[src/rtl/vend_pkg.sv]
// Shared types and helpers for the vending-machine purchase controller.
package vend_pkg;

  // Controller states; the encoding is visible on the state output.
  typedef enum logic [2:0] {
    INIT      = 3'd0,
    MONEY     = 3'd1,
    PURCHASED = 3'd2,
    REJECTION = 3'd3,
    REFUND    = 3'd4
  } state_t;

  // Coin values in nickel units.
  localparam logic [4:0] NICKEL_VAL = 5'd1;
  localparam logic [4:0] DIME_VAL   = 5'd2;

  // Item price in nickels: 5*(cost+1), i.e. 25c..$1.00.
  function automatic logic [4:0] price_nickels(input logic [1:0] cost);
    logic [4:0] c;
    c = {3'b000, cost} + 5'd1;
    return (c << 2) + c;
  endfunction

endpackage

[src/rtl/vend_hold_timer.sv]
// Loadable down-counter that times the REJECTION hold.
// done is high while the count is zero, i.e. in the last cycle of the hold.
module vend_hold_timer #(
  parameter int HOLD = 100
) (
  input  logic hz100,
  input  logic reset,
  input  logic load,
  input  logic en,
  output logic done
);

  localparam int W = $clog2(HOLD + 1);

  logic [W-1:0] count;

  // Load HOLD-1 on entry so that done rises after exactly HOLD cycles.
  always_ff @(posedge hz100) begin
    if (reset) begin
      count <= '0;
    end else if (load) begin
      count <= W'(HOLD - 1);
    end else if (en && (count != '0)) begin
      count <= count - W'(1);
    end
  end

  assign done = (count == '0);

endmodule

[src/rtl/vend_fsm.sv]
// Purchase controller: accumulates coin credit, arbitrates selections,
// and serialises change/refunds as dime and nickel pulses.
module vend_fsm
  import vend_pkg::*;
#(
  parameter int MAX_BAL     = 30,
  parameter int REJECT_HOLD = 100
) (
  input  logic       hz100,
  input  logic       reset,
  input  logic       coin_nickel,
  input  logic       coin_dime,
  input  logic       sel_valid,
  input  logic [1:0] sel_cost,
  input  logic [1:0] sel_type,
  input  logic       cancel,
  output logic [2:0] state,
  output logic [4:0] balance,
  output logic       dispense,
  output logic [1:0] dispense_type,
  output logic       reject,
  output logic       coin_return,
  output logic       change_dime,
  output logic       change_nickel
);

  state_t     st;
  logic [4:0] coin_val;
  logic       coin_any;
  logic [5:0] bal_plus;
  logic       coin_fits;
  logic [4:0] bal_credit;
  logic [4:0] price;
  logic       afford;
  logic       enter_rej;
  logic       hold_done;

  assign state = st;

  // Coin value, overflow check, price compare and REJECTION entry detect.
  always_comb begin
    // NOTE: every signal gets a default first so no path can infer a latch.
    enter_rej  = 1'b0;
    coin_val   = (coin_nickel ? NICKEL_VAL : 5'd0) + (coin_dime ? DIME_VAL : 5'd0);
    coin_any   = coin_nickel | coin_dime;
    bal_plus   = {1'b0, balance} + {1'b0, coin_val};
    coin_fits  = (bal_plus <= 6'(MAX_BAL));
    bal_credit = (coin_any && coin_fits) ? bal_plus[4:0] : balance;
    price      = price_nickels(sel_cost);
    afford     = (price <= balance);
    case (st)
      INIT:    enter_rej = sel_valid;
      MONEY:   enter_rej = sel_valid && !cancel && !afford;
      default: enter_rej = 1'b0;
    endcase
  end

  vend_hold_timer #(
    .HOLD (REJECT_HOLD)
  ) u_hold (
    .hz100 (hz100),
    .reset (reset),
    .load  (enter_rej),
    .en    (st == REJECTION),
    .done  (hold_done)
  );

  // Main controller: state, balance and all registered outputs.
  always_ff @(posedge hz100) begin
    if (reset) begin
      st            <= INIT;
      balance       <= 5'd0;
      dispense      <= 1'b0;
      dispense_type <= 2'd0;
      reject        <= 1'b0;
      coin_return   <= 1'b0;
      change_dime   <= 1'b0;
      change_nickel <= 1'b0;
    end else begin
      // NOTE: non-blocking assignments so every register updates from pre-edge values.
      dispense      <= 1'b0;
      coin_return   <= 1'b0;
      change_dime   <= 1'b0;
      change_nickel <= 1'b0;
      case (st)
        INIT: begin
          if (sel_valid) begin
            // Zero credit is below every price.
            st          <= REJECTION;
            reject      <= 1'b1;
            coin_return <= coin_any;
          end else if (coin_any) begin
            if (coin_fits) begin
              balance <= bal_plus[4:0];
              st      <= MONEY;
            end else begin
              coin_return <= 1'b1;
            end
          end
        end
        MONEY: begin
          if (cancel) begin
            st          <= REFUND;
            coin_return <= coin_any;
          end else if (sel_valid) begin
            coin_return <= coin_any;
            if (afford) begin
              st            <= PURCHASED;
              balance       <= balance - price;
              dispense      <= 1'b1;
              dispense_type <= sel_type;
            end else begin
              st     <= REJECTION;
              reject <= 1'b1;
            end
          end else begin
            balance     <= bal_credit;
            coin_return <= coin_any && !coin_fits;
          end
        end
        PURCHASED: begin
          coin_return <= coin_any;
          st          <= (balance != 5'd0) ? REFUND : INIT;
        end
        REJECTION: begin
          if (cancel) begin
            st          <= REFUND;
            reject      <= 1'b0;
            coin_return <= coin_any;
          end else begin
            balance     <= bal_credit;
            coin_return <= coin_any && !coin_fits;
            if (hold_done) begin
              reject <= 1'b0;
              st     <= (bal_credit != 5'd0) ? MONEY : INIT;
            end
          end
        end
        REFUND: begin
          coin_return <= coin_any;
          if (balance >= 5'd2) begin
            change_dime <= 1'b1;
            balance     <= balance - 5'd2;
            if (balance == 5'd2) st <= INIT;
          end else if (balance == 5'd1) begin
            change_nickel <= 1'b1;
            balance       <= 5'd0;
            st            <= INIT;
          end else begin
            st <= INIT;
          end
        end
        default: begin
          st     <= INIT;
          reject <= 1'b0;
        end
      endcase
    end
  end

endmodule

[config.mk]
export PLATFORM = sky130hd
export DESIGN_NAME = vend_fsm
export DESIGN_NICKNAME = d
export VERILOG_FILES = /design/src/rtl/vend_pkg.sv /design/src/rtl/vend_hold_timer.sv /design/src/rtl/vend_fsm.sv
export SDC_FILE = /design/constraint.sdc
export NUM_CORES = 1
export LEC_CHECK = 0
export BUFFER_PORTS_ARGS = -buffer_cell sky130_fd_sc_hd__buf_2
export CAP_MARGIN = 20
export CORE_ASPECT_RATIO = 1.25
export CORE_MARGIN = 5
export CORE_UTILIZATION = 35
export DETAILED_ROUTE_END_ITERATION = 8
export GPL_ROUTABILITY_DRIVEN = 0
export GPL_TIMING_DRIVEN = 0
export PLACE_DENSITY = 0.51
export SYNTH_ARGS = -nofsm -noshare
export SYNTH_HDL_FRONTEND = slang
export SYNTH_HIERARCHICAL = 1
export SYNTH_SLANG_ARGS = --single-unit
[constraint.sdc]
create_clock -name hz100 -period 2.8 [get_ports hz100]
set_input_delay 0.56 -clock hz100 [delete_from_list [all_inputs] [get_ports hz100]]
set_output_delay 0.56 -clock hz100 [all_outputs]
set_load 0.05 [all_outputs]
---- Yosys cells after proc, flatten, opt, wreduce, memory -nomap -nowiden ----
Index checks and enable logic that the tools add are counted.
cells by class
  bitwise logic cells ..................... 6
  magnitude comparators ................... 3
  reductions and logical operators ........ 24
  multiplexer cells ....................... 46
  add/sub/neg operators ................... 7
  equal/unequal tests ..................... 21
operator list
  kind                                                                    count
  5-bit 2-to-1 mux                                                        10
  3-bit 2-to-1 mux                                                        10
  3-bit != test (second input constant)                                   7
  5-bit one-hot mux with 4 select lines                                   1
  1-bit 2-to-1 mux                                                        18
  2-bit != test (second input constant)                                   8
  3-bit one-hot mux with 5 select lines                                   1
  7-bit 2-to-1 mux                                                        2
  5-bit nonzero test                                                      2
  1-bit one-hot mux with 4 select lines                                   2
  8-bit AND reduction                                                     1
  7-bit zero test                                                         1
  7-bit nonzero test                                                      1
  7-bit by 1-bit subtractor with 7-bit output (second input constant)     1
  5-bit by 3-bit adder with 6-bit output                                  1
  3-bit by 2-bit == test with 1-bit output (second input constant)        2
  6-bit by 5-bit <= comparator with 1-bit output (second input constant)  1
  6-bit AND reduction                                                     1
  2-bit OR reduction                                                      3
  5-bit by 3-bit adder with 5-bit output                                  1
  5-bit by 1-bit == test with 1-bit output (second input constant)        1
  5-bit by 2-bit == test with 1-bit output (second input constant)        1
  5-bit by 2-bit >= comparator with 1-bit output (second input constant)  1
  5-bit <= comparator                                                     1
  19 further kinds                                                        29
storage, ports and cells
  input bits .............................. 10
  register bits after elaboration ......... 22

---- Depth between registers and ports, before layout ----
Gate-level depths: netlist of run 1.
  depth after elaboration ................. 11
  gate-level depth with buffers ........... 10
  gate-level depth less buffers ........... 10

---- Hierarchy ----
Netlist of run 1, hierarchy kept.
by module, submodules not included
  module           seq. area each (um^2)  cells an instance  times used  area each (um^2)
  vend_fsm         300.3                  193                1           1525.2
  vend_hold_timer  140.1                  40                 1           351.6

---- Worst setup path after synthesis of run 1 ----
OpenSTA, ideal clock, no wires.
  path kind ............................... register to register
  start ................................... register balance[0]
  end ..................................... register balance[1]
  data arrival time ....................... 2535 ps
  clock period less this slack ............ 2665 ps
  library setup time ...................... 130 ps
  buffers on the path ..................... 0
  required time ........................... 2670 ps
  cell stages (with the launch flop) ...... 9
  path slack .............................. 135 ps
  cells stage by stage .................... dfxtp_1 > ha_1 > fa_1 > nand3_1 > nor2_2 > a211oi_4 > mux2_2 > a21oi_1 > o32ai_1
between the ends
  longest elaborated chain between the ends .. 7
RTL lines
  item                                            RTL line         text
  start, declared                                 vend_fsm.sv:18   output logic [4:0] balance,
  start signal, assigned                          vend_fsm.sv:94   balance <= bal_plus[4:0];
  start signal, assigned                          vend_fsm.sv:109  balance <= balance - price;
  start signal, assigned                          vend_fsm.sv:117  balance <= bal_credit;
  5-bit by 3-bit adder with 6-bit output          vend_fsm.sv:46   bal_plus = {1'b0, balance} + {1'b0, coin_val};
  6-bit by 5-bit <= comparator with 1-bit output  vend_fsm.sv:47   coin_fits = (bal_plus <= 6'(MAX_BAL));
  1-bit logical AND                               vend_fsm.sv:48   bal_credit = (coin_any && coin_fits) ? bal_plus[4:0] : balance;
  5-bit 2-to-1 mux                                vend_fsm.sv:48
  5-bit 2-to-1 mux                                vend_fsm.sv:105  end else if (sel_valid) begin
  5-bit 2-to-1 mux                                vend_fsm.sv:102  if (cancel) begin
  5-bit one-hot mux with 4 select lines           vend_fsm.sv:85   case (st)
Parallel ways exist; a longest one is shown, timed or not. The select of a mux whose other input is x is not followed.
A chain may end at the register's enable or synchronous reset.

---- Final worst setup path of run 1 ----
  start ................................... input coin_nickel
  end ..................................... register balance[1]
between the ends
  longest elaborated chain between the ends .. 9
RTL lines
  item                                            RTL line         text
  start, declared                                 vend_fsm.sv:11   input logic coin_nickel,
  1-bit 2-to-1 mux                                vend_fsm.sv:44   coin_val = (coin_nickel ? NICKEL_VAL : 5'd0) + (coin_dime ? DIME_VAL : 5'd0);
  1-bit by 2-bit adder with 3-bit output          vend_fsm.sv:44
  5-bit by 3-bit adder with 6-bit output          vend_fsm.sv:46
  6-bit by 5-bit <= comparator with 1-bit output  vend_fsm.sv:47
  1-bit logical AND                               vend_fsm.sv:48
  5-bit 2-to-1 mux                                vend_fsm.sv:48
  5-bit 2-to-1 mux                                vend_fsm.sv:105
  5-bit 2-to-1 mux                                vend_fsm.sv:102
  5-bit one-hot mux with 4 select lines           vend_fsm.sv:85
Parallel ways exist; a longest one is shown, timed or not. The select of a mux whose other input is x is not followed.

==> out/metrics.yaml, run 1 <==
grt_pass1_vias: 1742
cts_buffers: 3
vdd_ir_drop_max_uv: 321
rsz0062_at_grt: "no"
swShare: 0.499
internal_power_mw: 1.04
crit_chain: "buf_2, ha_1, fa_1, xnor2_1, nor2_2, a211oi_4, mux2_2, a21oi_1, o32ai_1"
p_switching_mw: 1.04
cts_tree: "yes"
h-tree-depth: 1
crit_start: "coin_nickel"
holdWs_ns: 0.500
io_pins: 25
cts_root_buf: "clkbuf_8"
synthCells: 233
grt_start_max_net_pins: 14
gr-total-overflow: 0
required_ns: 2.93
utilization: 0.421
antenna_cells: 0
final_cell_mix: "buf_2, nor2_1, dfxtp_1"
synth_edf_count: 0
async_reset_ff_frac: 0
timing.hold.worst.class: "flip-flop to flip-flop"
totalWireLength_mm: 5.24
die_width_um: 75.5
fillers: 541
p_comb_frac: 0.630
status: "finished, final reports clean"
clkPwrFrac: 0.147
cp_num_buf_inv: 1
period_share: 0.930
vias_per_cell: 5.78
leakagePower_nw: 0.917
cp.arrival_ns: 2.74
first_pass_iters: 4
fp.coreArea_um2: 5150
crit_slowest_cell: "fa_1"
vias: 1866
whs_path_depth: 2
cts_hold_buf: 0
cp-start-kind: "input pin"
setup-violations-final: 0
hpwl_mm: 4.14
tightest_slew_ns: 0.582
grt_pass1_wl_mm: 8.67
critPathCaptureType: "flip-flop"
slew_viol_final: 0
reg2reg_depth: 8
r2r_slack_ns: 0.25
relSlewSlack: 0.612
synth.area.top_cells: "dfxtp_1, ha_1, nor2_1, a21oi_1, inv_1"
synth_seq_area_share: 0.235
crit_fanout: 6
die_h_um: 91.9
hold_viol: 0
drc: 0
design_area_um2: 2170
synth_top_cell_by_area: "dfxtp_1"
areaGrowthSynthToFinish_pct: 15.5
instances_no_fill: 323
hp-start: "u_hold/count[6]"
max-cap-violations: 0
cellPowerDensity_nw_per_um2: 959
drtIter0Drc: 118
drive_gt1_frac: 0.222
clk_latency_ns: 0.27
p_seq_frac: 0.223
routedWlPerCell_um: 16.2
ys_dominant_reg_cell: "dfxtp_1"
grt_use_total: 0.156
fin_nets: 285
setup_tns_ns: 0
ant_nets: 0
fin_crit_ns: 2.60
worstSetupPathType: "input pin to flip-flop"
dieArea_um2: 6940
start_util: 0.364
clockBufferDepth: 2
placed_cells: 319
io_buffers: 24
cts.sinks: 22
fmax_mhz: 384
antenna_found_initial: 0
yosys_warnings: 6
syn_nets: 256
crit_family: "adder cells"
hold_end: "u_hold/count[6]"
fin_skew_ns: 0.00704
row_count: 29
ys_types: 68
synthDominantCellAreaShare: 0.235
placed_cell_area_um2: 2070
r2r-start: "balance[0]"
ys_ff_latch: 22
syn_area_um2: 1880
postSynthAreaPerCell_um2: 8.05
layout_commonest_cell: "buf_2"
rr_endpoint: "balance[1]"
clk_pin_slew_ns: 0.08
cpPeakStageDelay_ns: 0.50
worst reg2reg max path, delay by kind of cell, from the launching register on:
kind | cells | cell delay, ns
and+or+nand+nor | 2 | 0.23
DFF | 1 | 0.42
muxes | 1 | 0.38
AOI/OAI and AO/OA | 3 | 0.59
adders and majority gates | 2 | 0.80
stage by stage:
| stage | total power [mW] | worst slack [ns] |
|---|---|---|
| 3_3_place_gp | 1.77 | -0.239 |
| 5_1_grt | 2.24 | 0.0351 |
| 4_1_cts | 2.06 | 0.0316 |
| 6_report | 2.08 | 0.197 |
| 3_5_place_dp | 1.75 | -0.254 |
| 2_1_floorplan | 1.46 | 0.135 |
registers in the layout, indices dropped and copies added, names as in the netlist:
signal	flops
balance	5
change_dime	1
change_nickel	1
coin_return	1
dispense	1
dispense_type	2
reject	1
state	3
u_hold/count	7
power groups by stage:
stage               sequential, mW  combinational (mW)  clock [mW]
detailed placement           0.470                1.28           0
finish                       0.463                1.31       0.306
CTS                          0.463                1.29       0.311
global route                 0.480                1.44       0.323
floorplan                    0.611               0.845           0
global placement             0.470                1.30           0
routing by layer:
metal / vias up / share of wire / track usage
li1: 941 / - / -
met1: 882 / 0.46 / 0.210
met2: 39 / 0.50 / 0.264
met3: 4 / 0.033 / 0.0164
met4: 0 / 0.012 / 0.0321
met5: - / 0 / 0
synth_stat cells (3+ instances only):
cell type / n
nor3b_1: 3
a21oi_1: 12
nand2b_1: 3
mux2i_1: 3
o221ai_1: 3
o31ai_1: 5
ha_1: 11
nand3_1: 7
a311oi_1: 4
nor2_1: 28
xor2_1: 4
nor2b_1: 5
nand2_1: 14
a31oi_1: 5
nor3_1: 10
inv_1: 14
buf_2: 5
o21ai_0: 8
xnor2_1: 4
dfxtp_1: 22
area by class of cell:
class	instances	area [um^2]	share of cell area
plain buffers	8	40.0	0.0185
clock buffers	3	41.3	0.0191
clock inverters	1	30.0	0.0139
inverters	14	52.6	0.0242
multi-input cells	189	1360	0.629
flip-flops and latches	22	442	0.204
well taps	62	77.6	0.0358
repair buffers	24	120	0.0554
worst max path at each step:
stage                                 end  depth (start not counted)  slack, ns
after floorplan                balance[1]                          8       0.14
final                          balance[1]                          9       0.20
after global placement    u_hold/count[1]                         10      -0.24
after global routing      u_hold/count[1]                         11       0.04
after CTS                 u_hold/count[1]                         10       0.03
after detailed placement  u_hold/count[1]                         10      -0.25
timing repair:
| item | CTS | global route |
|---|---|---|
| setup buffers | 0 | 0 |
| endpoints found under the setup margin | 0 | 7 |
| resized for setup | 0 | 5 |
kinds of logic (layout without fill, tap and decap cells):
kind of cell | after synthesis | in the layout | share of synthesized area
buf+inv | 22 | 50 | 0.0493
fa+ha+maj | 13 | 13 | 0.0947
simple gates | 94 | 94 | 0.276
flops | 22 | 22 | 0.235
mux | 4 | 4 | 0.0220
compound gates | 70 | 70 | 0.286
xor+xnor | 8 | 8 | 0.0373
Note: power is estimated with default switching activity, not from simulation.
==> run 2: changes to the inputs <==
PLACE_DENSITY = unset   (was 0.51)
==> out/metrics.yaml, run 2 (synthesis gave the netlist of run 1 again) <==
vdd_ir_drop_max_uv: 361  # +13%
areaGrowthSynthToFinish_pct: 14.9
totalWireLength_mm: 5.19  # -1.0%
p_switching_mw: 1.03  # -0.25%
grt_pass1_vias: 1749  # +0.40%
setup.worst_path.end: "balance[1]"
start_util: 0.364  # unchanged
placed_cell_area_um2: 2070  # unchanged
crit_start: "balance[0]"
crit_fanout: 7  # +1
crit_chain: "ha_1, fa_1, nand3_1, nor2_2, a211oi_4, mux2_2, a21oi_1, o32ai_1"
fp.coreArea_um2: 5150  # unchanged
cpPeakStageDelay_ns: 0.53  # +0.03 ns
timing.hold.worst.class: "flip-flop to flip-flop"
crit_family: "adder cells"
rsz0062_at_grt: "no"
clk_pin_slew_ns: 0.09  # about the same
routedWlPerCell_um: 16.1  # -1.0%
fillers: 537  # -0.74%
whs_path_depth: 2  # unchanged
tightest_slew_ns: 0.554  # -0.0282 ns
cts_buffers: 3  # unchanged
period_share: 0.951  # +0.0219
hold_viol: 0  # unchanged
cts_tree: "yes"
design_area_um2: 2160  # -0.46%
placed_cells: 319  # unchanged
io_buffers: 24  # unchanged
relSlewSlack: 0.626  # +0.0140
rr_endpoint: "balance[1]"
top_register: "u_hold/count"
vias: 1865  # -0.054%
cellPowerDensity_nw_per_um2: 960  # about the same
clkPwrFrac: 0.148  # about the same
r2r-start: "balance[0]"
met3_length_um: 200  # +16%
fin_crit_ns: 2.66  # +0.0612 ns
fin_nets: 285  # unchanged
dieArea_um2: 6940  # unchanged
instances_no_fill: 323  # unchanged
leakagePower_nw: 0.911  # -0.62%
max-cap-violations: 0  # unchanged
die_width_um: 75.5  # unchanged
p_seq_frac: 0.226  # +0.003
fmax_mhz: 375  # -2.3%
clk_latency_ns: 0.27  # about the same
h-tree-depth: 1  # unchanged
cp-start-kind: "flip-flop"
internal_power_mw: 1.04  # -0.57%
gr-total-overflow: 0  # unchanged
grt_start_max_net_pins: 14  # unchanged
row_count: 29  # unchanged
cp_num_buf_inv: 0  # -1
critPathCaptureType: "flip-flop"
cts_root_buf: "clkbuf_8"
cts.sinks: 22  # unchanged
antenna_cells: 0  # unchanged
required_ns: 2.94  # about the same
top_layer: "met4"
status: "finished, final reports clean"
reg2reg_depth: 8  # unchanged
r2r_slack_ns: 0.14  # -0.11 ns
hpwl_mm: 4.00  # -3.4%
largest_reg_flops: 7  # unchanged
fin_skew_ns: 0.00718  # +0.000138 ns
utilization: 0.419  # -0.00194
final_cell_mix: "buf_2, nor2_1, dfxtp_1"
holdWs_ns: 0.497  # -0.00278 ns
grt_pass1_wl_mm: 8.36  # -3.5%
crit_slowest_cell: "fa_1"
clockBufferDepth: 2  # unchanged
swShare: 0.499  # +0.000796
layout_commonest_cell: "buf_2"
worstSetupPathType: "flip-flop to flip-flop"
antenna_found_initial: 0  # unchanged
die_h_um: 91.9  # unchanged
worst-path-stages: 8  # -1
drtIter0Drc: 128  # +8.5%
routed-wl-met2_mm: 2.63  # +0.96%
wl_met1_mm: 2.25  # -6.4%
drive_gt1_frac: 0.211  # -0.0115
drc: 0  # unchanged
slew_viol_final: 0  # unchanged
cp.arrival_ns: 2.80  # +0.06 ns
ant_nets: 0  # unchanged
setup-violations-final: 0  # unchanged
io_pins: 25  # unchanged
p_comb_frac: 0.626  # -0.004
first_pass_iters: 4  # unchanged
grt_use_total: 0.154  # -0.00186
vias_per_cell: 5.77  # about the same
==> run 2: repair_timing <==
item | in CTS | in global routing
endpoints found under the setup margin | 0 | 1
resized for setup | 0 | 2
hold buffers | 0 | 0
buffers inserted | 0 | 0
==> run 2: per-stage QoR <==
step                      power, mW  setup TNS (ns)  setup slack, ns
after CTS                      2.06               0           0.0810
after global routing           2.22               0           0.0185
final                          2.07               0            0.136
after detailed placement       1.75          -0.553           -0.215
after floorplan                1.46               0            0.135
after global placement         1.75          -0.443           -0.172
==> run 2: area by class of cell <==
class / count / area, um^2 / area share
tap: 62 / 77.6 / 0.0360
buffer: 8 / 40.0 / 0.0186
clock inverter: 1 / 30.0 / 0.0139
clock buffer: 3 / 41.3 / 0.0191
timing repair buffer: 24 / 120 / 0.0557
multi-input combinational: 189 / 1360 / 0.628
inverter: 14 / 52.6 / 0.0244
sequential: 22 / 440 / 0.204
==> run 2: tightest hold or removal path, delay by kind of cell, from the launching register on <==
| kind | cells | cell delay (ns) |
|---|---|---|
| AOI/OAI and AO/OA | 1 | 0.06 |
| DFF | 1 | 0.33 |
| and+or+nand+nor | 1 | 0.07 |
==> run 2: power by group through the flow <==
stage	clock network, mW	registers, mW	logic [mW]
5_1_grt	0.327	0.479	1.41
2_1_floorplan	0	0.611	0.845
3_3_place_gp	0	0.472	1.28
3_5_place_dp	0	0.474	1.27
6_report	0.306	0.467	1.30
4_1_cts	0.320	0.467	1.28
==> run 2: per-layer routing <==
metal / track usage / vias to the layer above
li1: - / 938
met1: 0.193 / 873
met5: 0 / -
met3: 0.0197 / 8
met2: 0.255 / 46
met4: 0.0729 / 0
==> run 2: worst min path at each step <==
stage / startpoint / endpoint
floorplan: u_hold/count[6] / u_hold/count[6]
global placement: u_hold/count[6] / u_hold/count[6]
detailed placement: u_hold/count[6] / u_hold/count[6]
CTS: u_hold/count[6] / u_hold/count[6]
global route: dispense_type[1] / dispense_type[1]
finish: u_hold/count[6] / u_hold/count[6]
==> run 3: changes to the inputs <==
MAX_ROUTING_LAYER = met4   (was unset)
TNS_END_PERCENT = 20   (was unset)
==> out/metrics.yaml, run 3 (synthesis gave the netlist of run 1 again) <==
status: "finished, final reports clean"
cp-start-kind: "flip-flop"
clk_latency_ns: 0.27  # about the same
crit_start: "balance[0]"
reg2reg_depth: 8  # unchanged
io_buffers: 24  # unchanged
fillers: 537  # unchanged
totalWireLength_mm: 5.22  # +0.66%
first_pass_iters: 4  # unchanged
die_width_um: 75.5  # unchanged
grt_pass1_vias: 1749  # unchanged
whs_path_depth: 2  # unchanged
clockBufferDepth: 2  # unchanged
io_pins: 25  # unchanged
required_ns: 2.94  # about the same
cellPowerDensity_nw_per_um2: 961  # +0.19%
layout_commonest_cell: "buf_2"
rsz0062_at_grt: "no"
cts_tree: "yes"
final_cell_mix: "buf_2, nor2_1, dfxtp_1"
holdWs_ns: 0.496  # -0.00110 ns
crit_slowest_cell: "fa_1"
r2r-start: "balance[0]"
leakagePower_nw: 0.911  # unchanged
cts_hold_buf: 0  # unchanged
grt_pass1_wl_mm: 8.36  # about the same
row_count: 29  # unchanged
fp.coreArea_um2: 5150  # unchanged
seq_area_um2: 440  # unchanged
vdd_ir_drop_max_uv: 363  # +0.44%
vias_per_cell: 5.78  # about the same
cp.arrival_ns: 2.80  # about the same
areaGrowthSynthToFinish_pct: 14.9  # unchanged
grt_use_total: 0.158  # +0.00410
h-tree-depth: 1  # unchanged
fin_crit_ns: 2.66  # -0.00786 ns
tightest_slew_ns: 0.543  # -0.0114 ns
ant_nets: 0  # unchanged
post_cts_buffers: 0  # unchanged
drc: 0  # unchanged
largest_reg_flops: 7  # unchanged
cts_root_buf: "clkbuf_8"
dieArea_um2: 6940  # unchanged
design_power_total_mw: 2.07  # +0.19%
fin_skew_ns: 0.00522  # -0.00196 ns
timing.hold.worst.class: "flip-flop to flip-flop"
cts.sinks: 22  # unchanged
gr-total-overflow: 0  # unchanged
drive_gt1_frac: 0.211  # unchanged
slew_viol_final: 0  # unchanged
fmax_mhz: 376  # +0.30%
setup-violations-final: 0  # unchanged
multiInputGateArea_um2: 1360  # unchanged
crit_fanout: 7  # unchanged
cts_buffers: 3  # unchanged
fin_nets: 285  # unchanged
hold_viol: 0  # unchanged
vias: 1866  # +0.054%
die_h_um: 91.9  # unchanged
top_register: "u_hold/count"
critPathCaptureType: "flip-flop"
relSlewSlack: 0.633  # +0.00773
crit_chain: "ha_1, fa_1, nand3_1, nor2_2, a211oi_4, mux2_2, a21oi_1, o32ai_1"
antenna_found_initial: 0  # unchanged
antenna_cells: 0  # unchanged
clk_pin_slew_ns: 0.09  # about the same
max-cap-violations: 0  # unchanged
worstSetupPathType: "flip-flop to flip-flop"
period_share: 0.949  # -0.00281
grt_start_max_net_pins: 14  # unchanged
routedWlPerCell_um: 16.2  # +0.66%
hp-start: "u_hold/count[6]"
start_util: 0.364  # unchanged
hpwl_mm: 4.00  # unchanged
cpPeakStageDelay_ns: 0.53  # about the same
drtIter0Drc: 133  # +3.9%
## run 3: cell counts in the layout (fill, tap and decap cells not counted)
Identical to the previous run, type by type.
## run 3: layout make-up
class / instances / share of cell area
clock buffer: 3 / 0.0191
sequential: 22 / 0.204
tap: 62 / 0.0360
inverter: 14 / 0.0244
clock inverter: 1 / 0.0139
timing repair buffer: 24 / 0.0557
multi-input combinational: 189 / 0.628
buffer: 8 / 0.0186
## run 3: final timing paths
check / end / slack (ns)
setup reg to reg: balance[1] / 0.14
hold reg to reg: u_hold/count[6] / 0.50
setup / recovery: balance[1] / 0.14
hold / removal: u_hold/count[6] / 0.50
## run 3: what timing repair did
action,4_1_cts,5_1_grt
resized for setup,0,2
endpoints found under the hold margin,0,0
endpoints found under the setup margin,0,1
## run 3: power by group
group	leakage, nW	switching [mW]	internal, mW	total, mW
Combinational	0.695	0.834	0.464	1.30
Clock	0.0357	0.117	0.191	0.308
Sequential	0.180	0.0862	0.381	0.468
Total	0.911	1.04	1.04	2.07
## run 3: worst max-delay path: cells and delay by family, from the launching register on
family | cells | cell delay (ns)
adders and majority gates | 2 | 0.82
AOI/OAI and AO/OA | 3 | 0.59
DFF | 1 | 0.50
muxes | 1 | 0.38
and+or+nand+nor | 2 | 0.23
## run 3: metal layers
metal / routed length [um] / share of wire / global-route usage
met5: 0 / 0 / -
met4: 101 / 0.019 / 0.0729
met3: 217 / 0.042 / 0.0197
met2: 2640 / 0.51 / 0.256
met1: 2260 / 0.43 / 0.191
## run 3: stage by stage
step / setup WS (ns) / TNS [ns] / cell area (um^2) / instances / util
finish: 0.144 / 0 / 2160 / 323 / 0.419
global placement: -0.172 / -0.443 / 2070 / 319 / 0.403
floorplan: 0.135 / 0 / 1880 / 233 / -
detailed placement: -0.215 / -0.553 / 2070 / 319 / 0.403
CTS: 0.0810 / 0 / 2150 / 323 / 0.416
global route: 0.0185 / 0 / 2160 / 323 / 0.419
